<file path="config.mk">
export PLATFORM = sky130hd
export DESIGN_NAME = uart_transmitter
export DESIGN_NICKNAME = d
export VERILOG_FILES = /design/src/rtl/uart_transmitter.sv
export SDC_FILE = /design/constraint.sdc
export NUM_CORES = 1
export LEC_CHECK = 0
export BUFFER_PORTS_ARGS = -buffer_cell sky130_fd_sc_hd__buf_2
export CAP_MARGIN = 20
export CORE_MARGIN = 3
export CORE_UTILIZATION = 64
export CTS_BUF_LIST = sky130_fd_sc_hd__clkbuf_4 sky130_fd_sc_hd__clkbuf_8 sky130_fd_sc_hd__clkbuf_16
export DETAILED_ROUTE_END_ITERATION = 8
export PLACE_DENSITY = 0.85
export SYNTH_ARGS = -nofsm -noshare
export SYNTH_HDL_FRONTEND = slang
export SYNTH_SLANG_ARGS = --single-unit
export TNS_END_PERCENT = 1
</file>
<file path="constraint.sdc">
create_clock -name clock_i -period 8.35 [get_ports clock_i]
set_input_delay 1.2525 -clock clock_i [delete_from_list [all_inputs] [get_ports clock_i]]
set_output_delay 1.2525 -clock clock_i [all_outputs]
set_load 0.02 [all_outputs]
</file>
<file path="src/rtl/uart_transmitter.sv">
// 8N1 serial transmitter fed by a small byte FIFO. The first start bit appears one clock after the byte is visible.
// Writes while full are dropped. Frames run back-to-back with no idle gap while the FIFO holds data.
module uart_transmitter #(
    parameter int FIFO_DEPTH = 4
) (
    input  logic                          clock_i,
    input  logic                          reset_i,
    input  logic [15:0]                   shift_div_i,
    input  logic [7:0]                    tx_data_i,
    input  logic                          tx_write_i,
    output logic                          tx_full_o,
    output logic                          tx_empty_o,
    output logic [$clog2(FIFO_DEPTH):0]   tx_count_o,
    output logic                          tx_active_o,
    output logic                          tx_complete_o,
    output logic                          tx_o
);
    localparam int AW = $clog2(FIFO_DEPTH);
    localparam int CW = AW + 1;

    typedef enum logic [1:0] {IDLE, START, DATA, STOP} state_t;

    logic [7:0]    mem [FIFO_DEPTH];
    logic [AW-1:0] wr_ptr, rd_ptr;
    logic [CW-1:0] count, count_nxt;
    logic          full, empty;
    logic          wr_en, pop;

    state_t        state, state_nxt;
    logic          tx, tx_nxt;
    logic          active, active_nxt;
    logic          complete, complete_nxt;
    logic [7:0]    sr, sr_nxt;
    logic [2:0]    idx, idx_nxt;
    logic [15:0]   cnt, cnt_nxt;
    logic [15:0]   div_r, div_nxt;
    logic          bit_end;

    // Full/empty come from registered flags, so a write while full is dropped even if a pop coincides.
    assign wr_en   = tx_write_i && !full;
    assign bit_end = (cnt == div_r);

    always_comb begin
        count_nxt = count;
        case ({wr_en, pop})
            2'b10:   count_nxt = count + CW'(1);
            2'b01:   count_nxt = count - CW'(1);
            default: count_nxt = count;
        endcase
    end

    always_ff @(posedge clock_i) begin
        if (wr_en) begin
            mem[wr_ptr] <= tx_data_i;
        end
    end

    always_ff @(posedge clock_i or posedge reset_i) begin
        if (reset_i) begin
            wr_ptr <= '0;
            rd_ptr <= '0;
            count  <= '0;
            full   <= 1'b0;
            empty  <= 1'b1;
        end else begin
            if (wr_en) wr_ptr <= wr_ptr + AW'(1);
            if (pop)   rd_ptr <= rd_ptr + AW'(1);
            count <= count_nxt;
            full  <= (count_nxt == CW'(FIFO_DEPTH));
            empty <= (count_nxt == CW'(0));
        end
    end

    always_comb begin
        state_nxt    = state;
        tx_nxt       = tx;
        active_nxt   = active;
        complete_nxt = 1'b0;
        sr_nxt       = sr;
        idx_nxt      = idx;
        cnt_nxt      = bit_end ? 16'd0 : cnt + 16'd1;
        div_nxt      = div_r;
        pop          = 1'b0;
        case (state)
            IDLE: begin
                tx_nxt     = 1'b1;
                active_nxt = 1'b0;
                cnt_nxt    = 16'd0;
            end
            START: begin
                if (bit_end) begin
                    tx_nxt    = sr[0];
                    idx_nxt   = 3'd0;
                    state_nxt = DATA;
                end
            end
            DATA: begin
                if (bit_end) begin
                    if (idx == 3'd7) begin
                        tx_nxt    = 1'b1;
                        state_nxt = STOP;
                    end else begin
                        sr_nxt  = {1'b0, sr[7:1]};
                        tx_nxt  = sr[1];
                        idx_nxt = idx + 3'd1;
                    end
                end
            end
            STOP: begin
                if (bit_end) begin
                    complete_nxt = 1'b1;
                    if (empty) begin
                        active_nxt = 1'b0;
                        state_nxt  = IDLE;
                    end
                end
            end
            default: state_nxt = IDLE;
        endcase
        // Frame start, shared by the idle launch and the back-to-back launch at stop end.
        if (!empty && (state == IDLE || (state == STOP && bit_end))) begin
            pop        = 1'b1;
            sr_nxt     = mem[rd_ptr];
            div_nxt    = shift_div_i;
            tx_nxt     = 1'b0;
            active_nxt = 1'b1;
            cnt_nxt    = 16'd0;
            state_nxt  = START;
        end
    end

    always_ff @(posedge clock_i or posedge reset_i) begin
        if (reset_i) begin
            state    <= IDLE;
            tx       <= 1'b1;
            active   <= 1'b0;
            complete <= 1'b0;
            sr       <= '0;
            idx      <= '0;
            cnt      <= '0;
            div_r    <= '0;
        end else begin
            state    <= state_nxt;
            tx       <= tx_nxt;
            active   <= active_nxt;
            complete <= complete_nxt;
            sr       <= sr_nxt;
            idx      <= idx_nxt;
            cnt      <= cnt_nxt;
            div_r    <= div_nxt;
        end
    end

    assign tx_o          = tx;
    assign tx_active_o   = active;
    assign tx_complete_o = complete;
    assign tx_full_o     = full;
    assign tx_empty_o    = empty;
    assign tx_count_o    = count;

endmodule

</file>
==> run summary, run 1 <==
Vias: 2346
Initial antenna violation count: 0
Met2 wire len: 3.19 mm
CTS clk-pin slew, worst paths: 0.09 ns
Initial DRT Pass Iterations: 4
Grt ovf: 0
Leakage: 0.00197 uW
Ys Warns: 0
Pwr dens: 347 nW/um^2
Sequential area share after synthesis: 59.0%
Number of cell rows: 28
DRT iter0 DRCs: 121
DR vias/cell: 5.75
Routed wire length: 6.96 mm
Initial Utilization: 67.3%
CTS Sinks: 89
Placer Congestion: 0.811
N_diodes: 0
CTS H-tree lvls: 3
Worst hold path class: reg -> reg
Setup TNS: 0 ns
Die Height: 85.6 um
Max Cap Viol: 0
Clk_skew: 0.00681 ns
Synth Cell Area: 4050 sq um
Inserted Clock Buffers: 9
Max Slew Vio Count: 0
Critical path class: reg -> reg
Hold-fix buffers at CTS: 0
Netlist cell types: 40
Post-synth EDFFs: 32
DIE WIDTH: 85.6 um
Setup WS post-layout: 4.91 ns
Clock latency on the worst-skew pair: 0.34 ns
Area delta synth->final: 10.8%
CP Data Required Time: 8.63 ns
Ys async rst share: 64.0%
Post-CTS setup buffers: 0
# setup viols final: 0
Unrepaired setup endpoints after global routing: no
Final antenna-violating net count: 0
Pre-CTS setup slack: 4.93 ns
Final worst-path cycle share: 41.2%
CTS tree: yes
Root Buffer: clkbuf_8
Critical path fanouts, max: 10
Vias in the first global route: 2427
Die area: 7320 sq um
Total Nets Final: 370
Metal-1 WL: 3.33 mm
First-pass GRT wire length: 12.0 mm
Final hold vios: 0
WL per Instance: 17.1 um
Synth Register Bits: 89
Detail Placement HPWL: 4.85 mm
Ys flop type: dfrtp_1
Clk buf depth: 2
Core footprint: 6030 sq um
Post-synth net total: 334
Post-CTS sizing: 0
Max-slew headroom: 52.8%
Largest net degree at the start of global routing: 58
Min Clock Period, post-route: 3.44 ns
Avg Cell Area, Syn: 13.9 sq um
Crit path launch type: flop
Worst-Margin Slew: 0.707 ns
Max Clk Rate: 0.291 GHz
CP endpoint kind: flop
Residual DRC: 0
Mapped Cells: 292
# port buffers: 34
Status: completed
Layout cells sized above 1: 26.1%
Met3 routed WL: 351 um
Worst IR drop on VDD: 226 uV
Tot GR Track Use: 21.4%
DR top layer: met4
Worst EP arrival: 3.72 ns
# IOs: 35
-- final cells by class --
cell class	instances	area, sq um
Tap cell	75	93.8
Fill cell	393	1540
Inverter	10	37.5
Sequential cell	89	2390
Clock buffer	9	124
Clock inverter	7	100
Timing Repair Buffer	36	185
Multi-Input combinational cell	182	1560
-- critical path, cell delays in order, from the launching register on --
cell	delay, ns
dfrtp_1	0.45
xnor2_1	0.18
nand4_1	0.17
nor4_4	0.59
a21oi_4	0.18
or2_1	0.26
inv_1	0.15
ha_1	0.25
fa_1	0.43
mux2_2	0.29
or2_2	0.31
nor2b_1	0.11
-- placed cells by master (no fill, tap or decap), types with 5 or more instances in the layout --
master,synthesis,routed
buf_2,1,34
clkbuf_8,0,9
inv_1,10,9
mux2_2,10,10
nand4_1,5,5
nor2_1,20,20
xnor2_1,23,23
nor3_1,8,8
mux4_2,8,8
nand2_1,8,8
mux2_4,8,8
edfxtp_1,32,32
xor2_1,13,13
ha_1,14,14
and2_1,5,5
a22o_1,6,6
nand3_1,6,6
mux2i_1,8,8
dfrtp_1,55,55
a21oi_1,8,8
and3_1,5,5
o21ai_0,7,7
-- power by group --
part | internal (uW) | switching [uW] | leakage [uW] | total, uW
combinational | 271 | 261 | 0.000858 | 531
sequential | 589 | 111 | 0.000998 | 701
clock | 172 | 153 | 0.000111 | 325
-- synth_stat cells, drive strengths merged (7+ instances only) --
master / count / area [sq um]
dfrtp: 55 / 1380
edfxtp: 32 / 961
xnor2: 23 / 201
nor2: 20 / 75.1
mux2: 18 / 233
ha: 14 / 175
xor2: 13 / 114
inv: 10 / 37.5
a21oi: 9 / 56.3
mux2i: 8 / 80.1
mux4: 8 / 180
nand2: 8 / 30.0
nor3: 8 / 40.0
o21ai: 7 / 35.0
-- registers in the layout, summed over array words and instances (netlist names) --
signal / count
state: 2
rd_ptr: 2
div_r: 16
cnt: 16
wr_ptr: 2
tx_active_o: 1
tx_complete_o: 1
mem: 32
sr: 8
idx: 3
tx_empty_o: 1
tx_o: 1
tx_count_o: 3
tx_full_o: 1
-- final timing paths --
check | start | endpoint | slack, ns | depth (start not counted)
max in group asynchronous | reset_i | idx[0] | 6.79 | 3
worst max-delay path | cnt[0] | tx_full_o | 4.91 | 11
worst min-delay path | tx_active_o | tx_active_o | 0.51 | 2
worst max register to register | cnt[0] | tx_full_o | 4.91 | 11
min in group asynchronous | reset_i | wr_ptr[0] | 1.09 | 3
worst min register to register | tx_active_o | tx_active_o | 0.51 | 2
-- per-stage QoR --
stage / power [uW] / hold slack (ns) / util (%) / area (sq um) / instances
finish: 1560 / 0.514 / 74.5 / 4490 / 408
detailed placement: 1240 / 0.506 / 70.8 / 4270 / 392
CTS: 1570 / 0.522 / 74.5 / 4490 / 408
global placement: 1210 / 0.494 / 70.8 / 4270 / 392
floorplan: 1120 / 0.482 / - / 4050 / 292
global route: 1660 / 0.536 / 74.5 / 4490 / 408
-- layer usage --
layer	vias up	track usage (%)
li1	1102	-
met1	1178	31.2
met2	58	32.8
met3	8	3.94
met4	0	7.19
met5	-	0
-- kinds of logic after synthesis --
group | synth area share (%)
mux | 12.2
xor+xnor | 7.78
buf+inv | 2.56
simple gates | 9.38
flops | 59.0
compound gates | 4.35
fa+ha+maj | 4.81
No activity file was read; power rests on OpenSTA's default activity.
==> run 2, diff against run 1 <==
Settings changed: CORE_UTILIZATION 64 to 59, PLACE_DENSITY 0.85 to 0.79.
Clock period 8.35 ns to 3.4 ns, I/O delays scaled along.
==> run 2 against run 1 <==
Compared with the run above:
- global-route usage fell by 1.9 points
- register-to-register slack worse by 4.7 ns
- total power rose by 140%
- via count shrank 2.4%
- core utilization fell by 5.7 points
- die area up 7.9%
- count of clock-buffer cells in the layout unchanged
- hold slack lost 0.26 ns
- clock power rose by 120%
- clock skew increased by 0.0068 ns
- critical path depth unchanged
==> run summary, run 2 (synthesized netlist as in run 1, its figures left out) <==
Final hold vios: 0 (unchanged)
Area delta synth->final: 10.2%
Vias in the first global route: 2314 (-4.7%)
Worst EP arrival: 3.44 ns (-0.28 ns)
Critical path class: reg -> reg
Status: completed
Initial Utilization: 62.4% (-4.9 points)
Number of cell rows: 29 (+3.6%)
Flip-flop count of the largest register after layout: 32 (unchanged)
CP startpoint: cnt[6]
Tot GR Track Use: 19.5% (-1.9 points)
Clk buf depth: 2 (unchanged)
Max Slew Vio Count: 0 (unchanged)
Layout cells sized above 1: 26.3% (+0.22 points)
Reg2Reg Setup Slack: 0.26 ns (-4.65 ns)
Initial DRT Pass Iterations: 4 (unchanged)
Setup TNS: 0 ns (unchanged)
CP Data Required Time: 3.70 ns (-4.93 ns)
Max Clk Rate: 0.318 GHz (+9.5%)
Leakage: 0.00196 uW (-0.32%)
Grt ovf: 0 (unchanged)
Final worst-path cycle share: 92.4% (+51 points)
DRT iter0 DRCs: 60 (-50%)
Initial antenna violation count: 0 (unchanged)
Crit path launch type: flop
Largest net degree at the start of global routing: 36 (-38%)
# IOs: 35 (unchanged)
Max Cap Viol: 0 (unchanged)
Core Util, Final: 68.8% (-5.7 points)
CTS tree: yes
Cells after DPL: 395 (+0.77%)
Total power: 3680 uW (+140%)
Worst hold path class: in -> async
Most frequent cells in the layout: 55 x dfrtp_1, 34 x buf_2, 32 x edfxtp_1
Root Buffer: clkbuf_8
CTS H-tree lvls: 3 (unchanged)
Inserted Clock Buffers: 9 (unchanged)
Non-Filler Instances: 411 (+0.74%)
Worst IR drop on VDD: 590 uV (+160%)
Max-slew headroom: 51.1% (-1.7 points)
# port buffers: 34 (unchanged)
Min Clock Period, post-route: 3.14 ns (-0.300 ns)
CP endpoint kind: flop
First-pass GRT wire length: 11.4 mm (-5.2%)
Pwr dens: 824 nW/um^2 (+140%)
# setup viols final: 0 (unchanged)
Placer Congestion: 0.804 (-0.96%)
Crit Reg-Reg Startpoint: cnt[6]
Die Height: 88.9 um (+3.9%)
Biggest register: mem
Post-CTS sizing: 0 (unchanged)
Unrepaired setup endpoints after global routing: no
Top flop regs: mem: 32 flops, cnt: 16 flops, div_r: 16 flops
Final antenna-violating net count: 0 (unchanged)
Commonest non-fill, non-tap cell in the layout: dfrtp_1
Vias: 2289 (-2.4%)
Clock latency on the worst-skew pair: 0.37 ns (+0.03 ns)
DR vias/cell: 5.57 (-3.1%)
DIE WIDTH: 88.9 um (+3.9%)
Detail Placement HPWL: 4.70 mm (-3.0%)
Total Nets Final: 371 (+0.27%)
Worst-Margin Slew: 0.732 ns (+0.0249 ns)
Routed wire length: 6.63 mm (-4.8%)
Critical path fanouts, max: 10 (unchanged)
Critical Path Max Stage Delay: 0.47 ns (-0.12 ns)
Post-CTS setup buffers: 0 (unchanged)
Worst path slowest cell: dfrtp_1
Residual DRC: 0 (unchanged)
CTS clk-pin slew, worst paths: 0.10 ns (about the same)
Hold-fix buffers at CTS: 0 (unchanged)
Die area: 7900 sq um (+7.9%)
Clk_skew: 0.0136 ns (+0.00675 ns)
CTS Sinks: 89 (unchanged)
WL per Instance: 16.1 um (-5.5%)
Crit-path cells: xnor2_1, nand4_1, nor4_4, a21oi_4, or2_1, inv_1, ha_1, fa_1, mux2_2, or2_2, nor2b_1
N_diodes: 0 (unchanged)
Core footprint: 6490 sq um (+7.8%)
==> run 2: path summary, 6_finish.rpt <==
check | cells after the start | to
worst max register to register | 11 | tx_full_o
worst max-delay path | 11 | tx_full_o
worst min-delay path | 2 | wr_ptr[0]
min in group clock_i | 1 | mem[3][4]
worst min register to register | 2 | tx_active_o
max in group asynchronous | 3 | div_r[0]
==> run 2: per-layer routing <==
metal | routed length [um] | up-vias | GRT usage [%]
met5 | 0 | - | 0
met1 | 3220 | 1113 | 29.1
met2 | 2970 | 57 | 27.9
li1 | - | 1110 | -
met3 | 348 | 9 | 5.07
met4 | 93 | 0 | 6.87
==> run 2: layout make-up <==
class / instances / area [sq um]
well taps: 77 / 96.3
clock buffers: 9 / 124
flip-flops and latches: 89 / 2390
inverters: 10 / 37.5
fillers: 465 / 2030
repair buffers: 37 / 193
clock inverters: 7 / 66.3
multi-input cells: 182 / 1560
==> run 2: power breakdown <==
part	switching [uW]	internal [uW]
clock network	417	288
logic	609	660
registers	259	1450
total	1290	2390
==> run 2: worst max-delay path: cells and delay by family, from the launching register on <==
kind                     cells  cell delay (ns)
AND/OR/NAND/NOR              5             1.20
adder cells (fa/ha/maj)      2             0.66
flip-flops                   1             0.47
multiplexers                 1             0.27
XOR/XNOR                     1             0.17
buffers and inverters        1             0.16
AO/OA/AOI/OAI                1             0.15
==> run 2: stage by stage <==
stage	hold WS, ns	area (sq um)	worst slack (ns)
3_3_place_gp	0.482	4280	0.360
3_5_place_dp	0.488	4280	0.233
4_1_cts	0.278	4470	0.235
6_report	0.255	4470	0.259
5_1_grt	0.307	4470	0.0212
2_1_floorplan	0.482	4050	0.276
